===== config.mk =====
export PLATFORM = sky130hd
export DESIGN_NAME = adc_remap_sched
export DESIGN_NICKNAME = d
export VERILOG_FILES = /design/src/rtl/adc_remap_sched.sv
export SDC_FILE = /design/constraint.sdc
export NUM_CORES = 1
export LEC_CHECK = 0
export CAP_MARGIN = 10
export CORE_UTILIZATION = 25
export DETAILED_ROUTE_END_ITERATION = 10
export HOLD_SLACK_MARGIN = 0.06
export MAX_ROUTING_LAYER = met4
export PLACE_DENSITY = 0.51
export SYNTH_ARGS = -nofsm -noshare
export SYNTH_HDL_FRONTEND = slang
export SYNTH_SLANG_ARGS = --single-unit

===== constraint.sdc =====
create_clock -name clk -period 2.2 [get_ports clk]
set_clock_uncertainty 0.1 [all_clocks]
set_input_delay 0.66 -clock clk [delete_from_list [all_inputs] [get_ports clk]]
set_output_delay 0.66 -clock clk [all_outputs]
set_load 0.005 [all_outputs]

===== src/rtl/adc_remap_sched.sv =====
// adc_remap_sched
// Controller for the adc_remap channel-reversal stage. A software request to
// change the remap mode is applied only at a frame boundary. While the mode is
// switching, the controller holds off upstream, lets the remap pipeline drain,
// flips remap_en, and waits out the remap_en synchroniser. As a result no frame
// is ever output in mixed order.
//
// Ports
//   clk, rst      system clock, synchronous active-high reset
//   cfg_remap_en  requested remap mode, sampled when cfg_apply is high
//   cfg_apply     one-cycle request to apply cfg_remap_en
//   s_vld, s_eof  upstream beat valid / last beat of frame
//   s_rdy         upstream may transfer (combinational from state and frame_act)
//   map_ivld      accepted beat (s_vld & s_rdy), drives adc_remap.map_ivld
//   remap_en      registered remap mode, drives adc_remap.remap_en
//   cfg_busy      a request is in progress
//   cfg_done      one-cycle pulse: request completed, or was a no-op
//   cfg_err       one-cycle pulse: request dropped because the frame never ended
//   frm_cnt       count of accepted EOF beats, wraps to zero
module adc_remap_sched #(
  parameter int unsigned DRAIN_CYC  = 2,
  parameter int unsigned SETTLE_CYC = 4,
  parameter int unsigned TMO_W      = 16,
  parameter int unsigned CNT_W      = 16
) (
  input  logic             clk,
  input  logic             rst,
  input  logic             cfg_remap_en,
  input  logic             cfg_apply,
  input  logic             s_vld,
  input  logic             s_eof,
  output logic             s_rdy,
  output logic             map_ivld,
  output logic             remap_en,
  output logic             cfg_busy,
  output logic             cfg_done,
  output logic             cfg_err,
  output logic [CNT_W-1:0] frm_cnt
);

  typedef enum logic [1:0] {IDLE, ARMED, DRAIN, SETTLE} state_e;

  localparam int unsigned PH_MAX = (DRAIN_CYC > SETTLE_CYC) ? DRAIN_CYC : SETTLE_CYC;
  localparam int unsigned PH_W   = (PH_MAX > 1) ? $clog2(PH_MAX) : 1;
  localparam logic [PH_W-1:0] DRAIN_LAST  = PH_W'(DRAIN_CYC - 1);
  localparam logic [PH_W-1:0] SETTLE_LAST = PH_W'(SETTLE_CYC - 1);
  // The counter is cleared on entry to ARMED. It therefore holds 2**TMO_W-2 in
  // the (2**TMO_W-1)-th ARMED cycle.
  localparam logic [TMO_W-1:0] TMO_LAST = {{(TMO_W-1){1'b1}}, 1'b0};

  state_e           state_q, state_d;
  logic             target_q, target_d;
  logic             remap_en_q, remap_en_d;
  logic             frame_act_q, frame_act_d;
  logic [CNT_W-1:0] frm_cnt_q, frm_cnt_d;
  logic [TMO_W-1:0] tmo_q, tmo_d;
  logic [PH_W-1:0]  ph_q, ph_d;
  logic             done_q, done_d;
  logic             err_q, err_d;
  logic             acc;

  always_comb begin
    unique case (state_q)
      IDLE:    s_rdy = 1'b1;
      ARMED:   s_rdy = frame_act_q;
      default: s_rdy = 1'b0;
    endcase

    acc = s_vld & s_rdy;

    frame_act_d = frame_act_q;
    if (acc) frame_act_d = ~s_eof;
    frm_cnt_d = frm_cnt_q + CNT_W'(acc & s_eof);

    state_d    = state_q;
    target_d   = target_q;
    remap_en_d = remap_en_q;
    tmo_d      = tmo_q;
    ph_d       = ph_q;
    done_d     = 1'b0;
    err_d      = 1'b0;

    unique case (state_q)
      IDLE: begin
        if (cfg_apply) begin
          if (cfg_remap_en == remap_en_q) begin
            done_d = 1'b1;
          end else begin
            target_d = cfg_remap_en;
            tmo_d    = '0;
            state_d  = ARMED;
          end
        end
      end
      ARMED: begin
        // In ARMED, s_rdy equals frame_act_q. frame_act_d is therefore low only
        // when no frame was open, or when the EOF beat is accepted in this
        // cycle. In the EOF case upstream closes on the very next cycle.
        if (!frame_act_d) begin
          state_d = DRAIN;
          ph_d    = '0;
        end else if (tmo_q == TMO_LAST) begin
          state_d = IDLE;
          err_d   = 1'b1;
        end else begin
          tmo_d = tmo_q + 1'b1;
        end
      end
      DRAIN: begin
        if (ph_q == DRAIN_LAST) begin
          state_d    = SETTLE;
          ph_d       = '0;
          remap_en_d = target_q;
        end else begin
          ph_d = ph_q + 1'b1;
        end
      end
      SETTLE: begin
        if (ph_q == SETTLE_LAST) begin
          state_d = IDLE;
          ph_d    = '0;
          done_d  = 1'b1;
        end else begin
          ph_d = ph_q + 1'b1;
        end
      end
      default: state_d = IDLE;
    endcase
  end

  always_ff @(posedge clk) begin
    if (rst) begin
      state_q     <= IDLE;
      target_q    <= 1'b0;
      remap_en_q  <= 1'b0;
      frame_act_q <= 1'b0;
      frm_cnt_q   <= '0;
      tmo_q       <= '0;
      ph_q        <= '0;
      done_q      <= 1'b0;
      err_q       <= 1'b0;
    end else begin
      state_q     <= state_d;
      target_q    <= target_d;
      remap_en_q  <= remap_en_d;
      frame_act_q <= frame_act_d;
      frm_cnt_q   <= frm_cnt_d;
      tmo_q       <= tmo_d;
      ph_q        <= ph_d;
      done_q      <= done_d;
      err_q       <= err_d;
    end
  end

  assign map_ivld = acc;
  assign remap_en = remap_en_q;
  assign cfg_busy = (state_q != IDLE);
  assign cfg_done = done_q;
  assign cfg_err  = err_q;
  assign frm_cnt  = frm_cnt_q;

endmodule

After elaboration in Yosys (flattened, before gate mapping):

Index checks and enable logic that the tools add are counted.

* RAM bits: 0
* bits of input ports: 6
* memories kept: 0
* flip-flop bits (word level): 41
* latch bits: 0
* bits in read-only memories: 0
* output and inout bits: 22

* div/mod/pow operators: 0
* add/sub/neg operators: 3
* reduce and logical (&&, ||, !) cells: 10
* order comparisons: 0
* $mul: 0
* shift operators: 0
* eq/ne operators: 15
* bitwise logic cells: 6
* muxes and demuxes: 23

Operators with widths (count)
* 16-bit 2-to-1 mux: 4
* 16-bit one-hot mux with 2 select lines: 1
* 2-bit 2-to-1 mux: 9
* 16-bit by 1-bit adder with 16-bit output: 1
* 16-bit by 1-bit adder with 16-bit output, second input constant: 1
* 16-bit equality test, second input constant: 1
* 2-bit inequality test, second input constant: 7
* 5-bit AND reduction: 2
* 2-bit one-hot mux with 4 select lines: 1
* 2-bit equality test, second input constant: 3
* 2-bit one-hot mux with 3 select lines: 1
* 1-bit 2-to-1 mux: 5
* 2-bit by 1-bit equality test with 1-bit output, second input constant: 2
* 1-bit NOT: 4
* 1-bit one-hot mux with 2 select lines: 2
* 2-bit AND reduction: 2
* 2-bit nonzero test: 2
* 3-bit inequality test, second input constant: 1
* 3-bit AND reduction: 1
* 3-bit nonzero test: 1
* 3-bit OR reduction: 1
* 2-bit by 1-bit adder with 2-bit output, second input constant: 1
* 1-bit AND: 2
* 2-bit logical NOT: 1
* 1-bit equality test: 1

Depth between registers and ports, before layout:

* depth in word-level cells: 6
* depth in mapped cells: 12
* mapped depth without buffers: 11

Worst setup path before layout:

No wires, ideal clock.

* path type: register to register
* start point: register state_q[0]
* end point: register tmo_q[13]
* path buffers: 1
* clock period less this slack: 2.127 ns
* arrival time: 1.967 ns
* stages on the path, launching flop included: 9
* slack: 0.073 ns
* cells stage by stage: dfxtp_1 > inv_1 > ha_1 > buf_2 > nand2_1 > a2bb2oi_2 > or3_4 > or4b_1 > nand2_1

* longest elaborated chain between the ends: 6
* elaborated cells between the ends (all ways): 12

RTL lines
* from (decl): line 51 `state_e state_q, state_d;`
* from (signal assigned): line 143 `state_q <= state_d;`
* 2-bit by 1-bit equality test with 1-bit output / 2-bit logical NOT (equally long branches): line 63, 83
* 1-bit one-hot mux with 2 select lines: line 63 `unique case (state_q)`
* 1-bit AND: line 69 `acc = s_vld & s_rdy;`
* 1-bit 2-to-1 mux: line 72 `if (acc) frame_act_d = ~s_eof;`
* 2-bit inequality test (no line)
* 5-bit AND reduction (no line)
* to (signal assigned): line 148 `tmo_q <= tmo_d;`
* to (decl): line 56 `logic [TMO_W-1:0] tmo_q, tmo_d;`

Parallel ways exist; a longest one is shown, timed or not.
A chain may end at the register's enable or synchronous reset.

Worst setup path in the final report:

* start point: register frm_cnt_q[0], in the netlist frm_cnt[0]
* end point: output frm_cnt[0]

RTL lines
* from (decl): line 55 `logic [CNT_W-1:0] frm_cnt_q, frm_cnt_d;`
* from (signal assigned): line 147 `frm_cnt_q <= frm_cnt_d;`
* to (decl): line 38 `output logic [CNT_W-1:0] frm_cnt`

No word-level cell between the ends.

==> results.cfg <==
[yosys]
netlist_area_um2 = 2090
syn_nets = 268
netlist.area_leader.share_pct = 39.3
synthArstFlopShare_pct = 0
postSynthRegisterBits = 41
synthMostInstantiatedCell = dfxtp_1
synth.largest_area_cell = dfxtp_1
yosysWarnings = 0
ys_types = 47
synth_common_cells = dfxtp_1 (41), nor2_1 (28), a21oi_1 (23)
yosysSeqAreaShare_pct = 39.3
ys_top_cells_by_area = dfxtp_1 (39%), ha_1 (7.2%), a21oi_1 (5.5%), nor2_1 (5.0%), xor2_1 (4.2%)
syn_inst = 250
synth_edf_count = 0
synth-main-ff-cell = dfxtp_1
avgSynthCellArea_um2 = 8.36

[setup_path]
cp.buffers_inverters = 1
reg2reg_depth = 5
timing.rr.end = tmo_q[13]$_SDFFE_PP0P_
crit_path_start_kind = flop
rrSetupSlack_ns = 0.15
slowest_delay_ns = 0.57
arrival_ns = 1.36
crit_chain = clkdlybuf4s50_1
endpoint_kind = output port
crit_path_top_delay_cell = clkdlybuf4s50_1
crit_type = flop to output port
rr_startpoint = tmo_q[3]$_SDFFE_PP0P_
required_ns = 1.44
crit_cells = 1
critPathMaxFanout = 3
crit_family = buffers and inverters

[timing]
setup-violations-final = 0
hold_viol = 0
period_share_pct = 96.4
slew_viol_final = 0
layout_setup_ws_ns = 0.0800
max_freq_mhz = 472
holdWs_ns = 0.374
finalSetupTns_ns = 0
period_needed_ns = 2.12
rsz0062_at_grt = false
worst_pin_slew_ns = 0.453
slew_headroom_pct = 69.8

[worst_hold_path]
hp-start = target_q$_SDFFE_PP0P_
hold_class = flop to flop
hold_path_end = target_q$_SDFFE_PP0P_
whs_path_depth = 2

[global_routing]
grt_use_total_pct = 12.8
grt_max_degree = 28
grt_antenna_before_repair = 0
grt-ovfl-total = 0
grt_pass1_vias = 1806
grt_pass1_wl_um = 8560

[floorplanning]
dieArea_um2 = 8730
rows = 32
die-width_um = 93.4
start_util_pct = 26.5
io_pins = 28
die_h_um = 93.4
core_um2 = 7890

[drt]
vias = 1922
drc_errors = 0
ant_nets = 0
wire_per_inst_um = 12.0
dr.pass1.iters = 4
dr.first_iter.drc_count = 41
viasPerCell = 4.60
wirelength_um = 5020

[final_layout]
n_fill_cell = 793
area_growth_pct = 41.4
layout.cells.non_filler = 418
post-route-util_pct = 37.5
ff_latch_area_um2 = 827
fin_nets = 333
design_area_um2 = 2960
drive_gt1_share_pct = 23.1
multi_input_area_um2 = 1300
diodes = 0

[place]
routabilityCongestion = 0.787
dpl_cell_area_um2 = 2700
dp_hpwl_um = 3620
io_buffers = 27
place_inst = 405
dp_slack_ns = -0.484

[clock_tree]
numClockSinks = 41
clkLatencyLatePin_ns = 0.30
cts_buffer_depth = 2
htreeDepth = 2
cts_tree = done
clk_transition_reported_paths_ns = 0.09
numCtsBuffers = 5
cts_hold_buf = 0
root_buffer = clkbuf_8

[power_and_ir_drop]
power_density_nw_per_um2 = 584
vdd_drop_max_v = 0.000240
p_total_mw = 1.73
static-leakage-power_nw = 1.09

[flow_run]
drv_cap = 0

[status]
outcome = complete, no violations
==> worst min-delay path, stage by stage, from the launching register on <==
cell and delay, ns:
dfxtp_1 0.33, nand2_1 0.05, a21oi_1 0.05
==> where the power goes <==
| part | switching, mW | total (mW) | internal [mW] |
|---|---|---|---|
| Clock | 0.294 | 0.523 | 0.229 |
| Sequential | 0.0287 | 0.793 | 0.764 |
| Combinational | 0.199 | 0.411 | 0.212 |
==> per-layer routing <==
layer | vias up | part of all wire [%] | GRT usage, %
li1 | 1027 | - | -
met1 | 864 | 51 | 17.6
met2 | 25 | 44 | 18.7
met3 | 6 | 3.5 | 2.68
met4 | 0 | 1.2 | 4.23
met5 | - | 0 | -
==> layout make-up <==
class | count | share of cell area, %
flip-flops and latches | 41 | 28.0
inverters | 13 | 1.82
well taps | 102 | 4.32
repair buffers | 64 | 18.6
multi-input cells | 190 | 44.1
clock buffers | 5 | 2.33
clock inverters | 3 | 0.847
==> registers in the layout, summed over array words and instances, names as in the netlist, named ones only <==
name and cells:
ph_q 2, target_q 1, cfg_err 1, tmo_q 16
frm_cnt 16, cfg_done 1, remap_en 1, state_q 1
frame_act_q 1
==> logic make-up (layout without fill, tap and decap cells) <==
group                    Yosys count  in the layout  synth area share (%)
AO/OA/AOI/OAI                     58             58                  17.8
flip-flops                        41             41                  39.3
XOR/XNOR                          16             16                  6.71
adder cells (fa/ha/maj)           12             12                  7.19
multiplexers                       1              1                 0.479
buffers and inverters             19             85                  3.53
AND/OR/NAND/NOR                  103            103                  25.0
==> cells in the final DEF, fill, tap and decap left out, drive strengths merged, types with 3 or more instances in the layout <==
master         instances
xnor2                  6
nor2                  28
a21oi                 23
ha                    12
buf                   37
nand3                 16
nand4                  6
nand2b                 3
dfxtp                 41
dlygate4sd2            3
clkbuf                 7
inv                   14
clkdlybuf4s50         20
nand2                 20
o21ai                 14
xor2                  10
nor2b                  3
nor3                   3
or3                   13
==> worst max-delay path by stage <==
stage | from | to
floorplan | state_q[0]$_SDFFE_PP0P_ | tmo_q[13]$_SDFFE_PP0P_
detailed placement | s_vld | frm_cnt[12]$_SDFF_PP0_
global placement | s_vld | frm_cnt[12]$_SDFF_PP0_
finish | frm_cnt[0]$_SDFF_PP0_ | frm_cnt[0]
CTS | s_eof | frm_cnt[8]$_SDFF_PP0_
global route | frm_cnt[0]$_SDFF_PP0_ | frm_cnt[0]
==> what timing repair did <==
action,4_1_cts,5_1_grt
setup endpoints to repair,17,26
buffers inserted,4,2
pin swaps,7,5
gates resized for setup,27,15
Power figures use the tool's default switching activity.
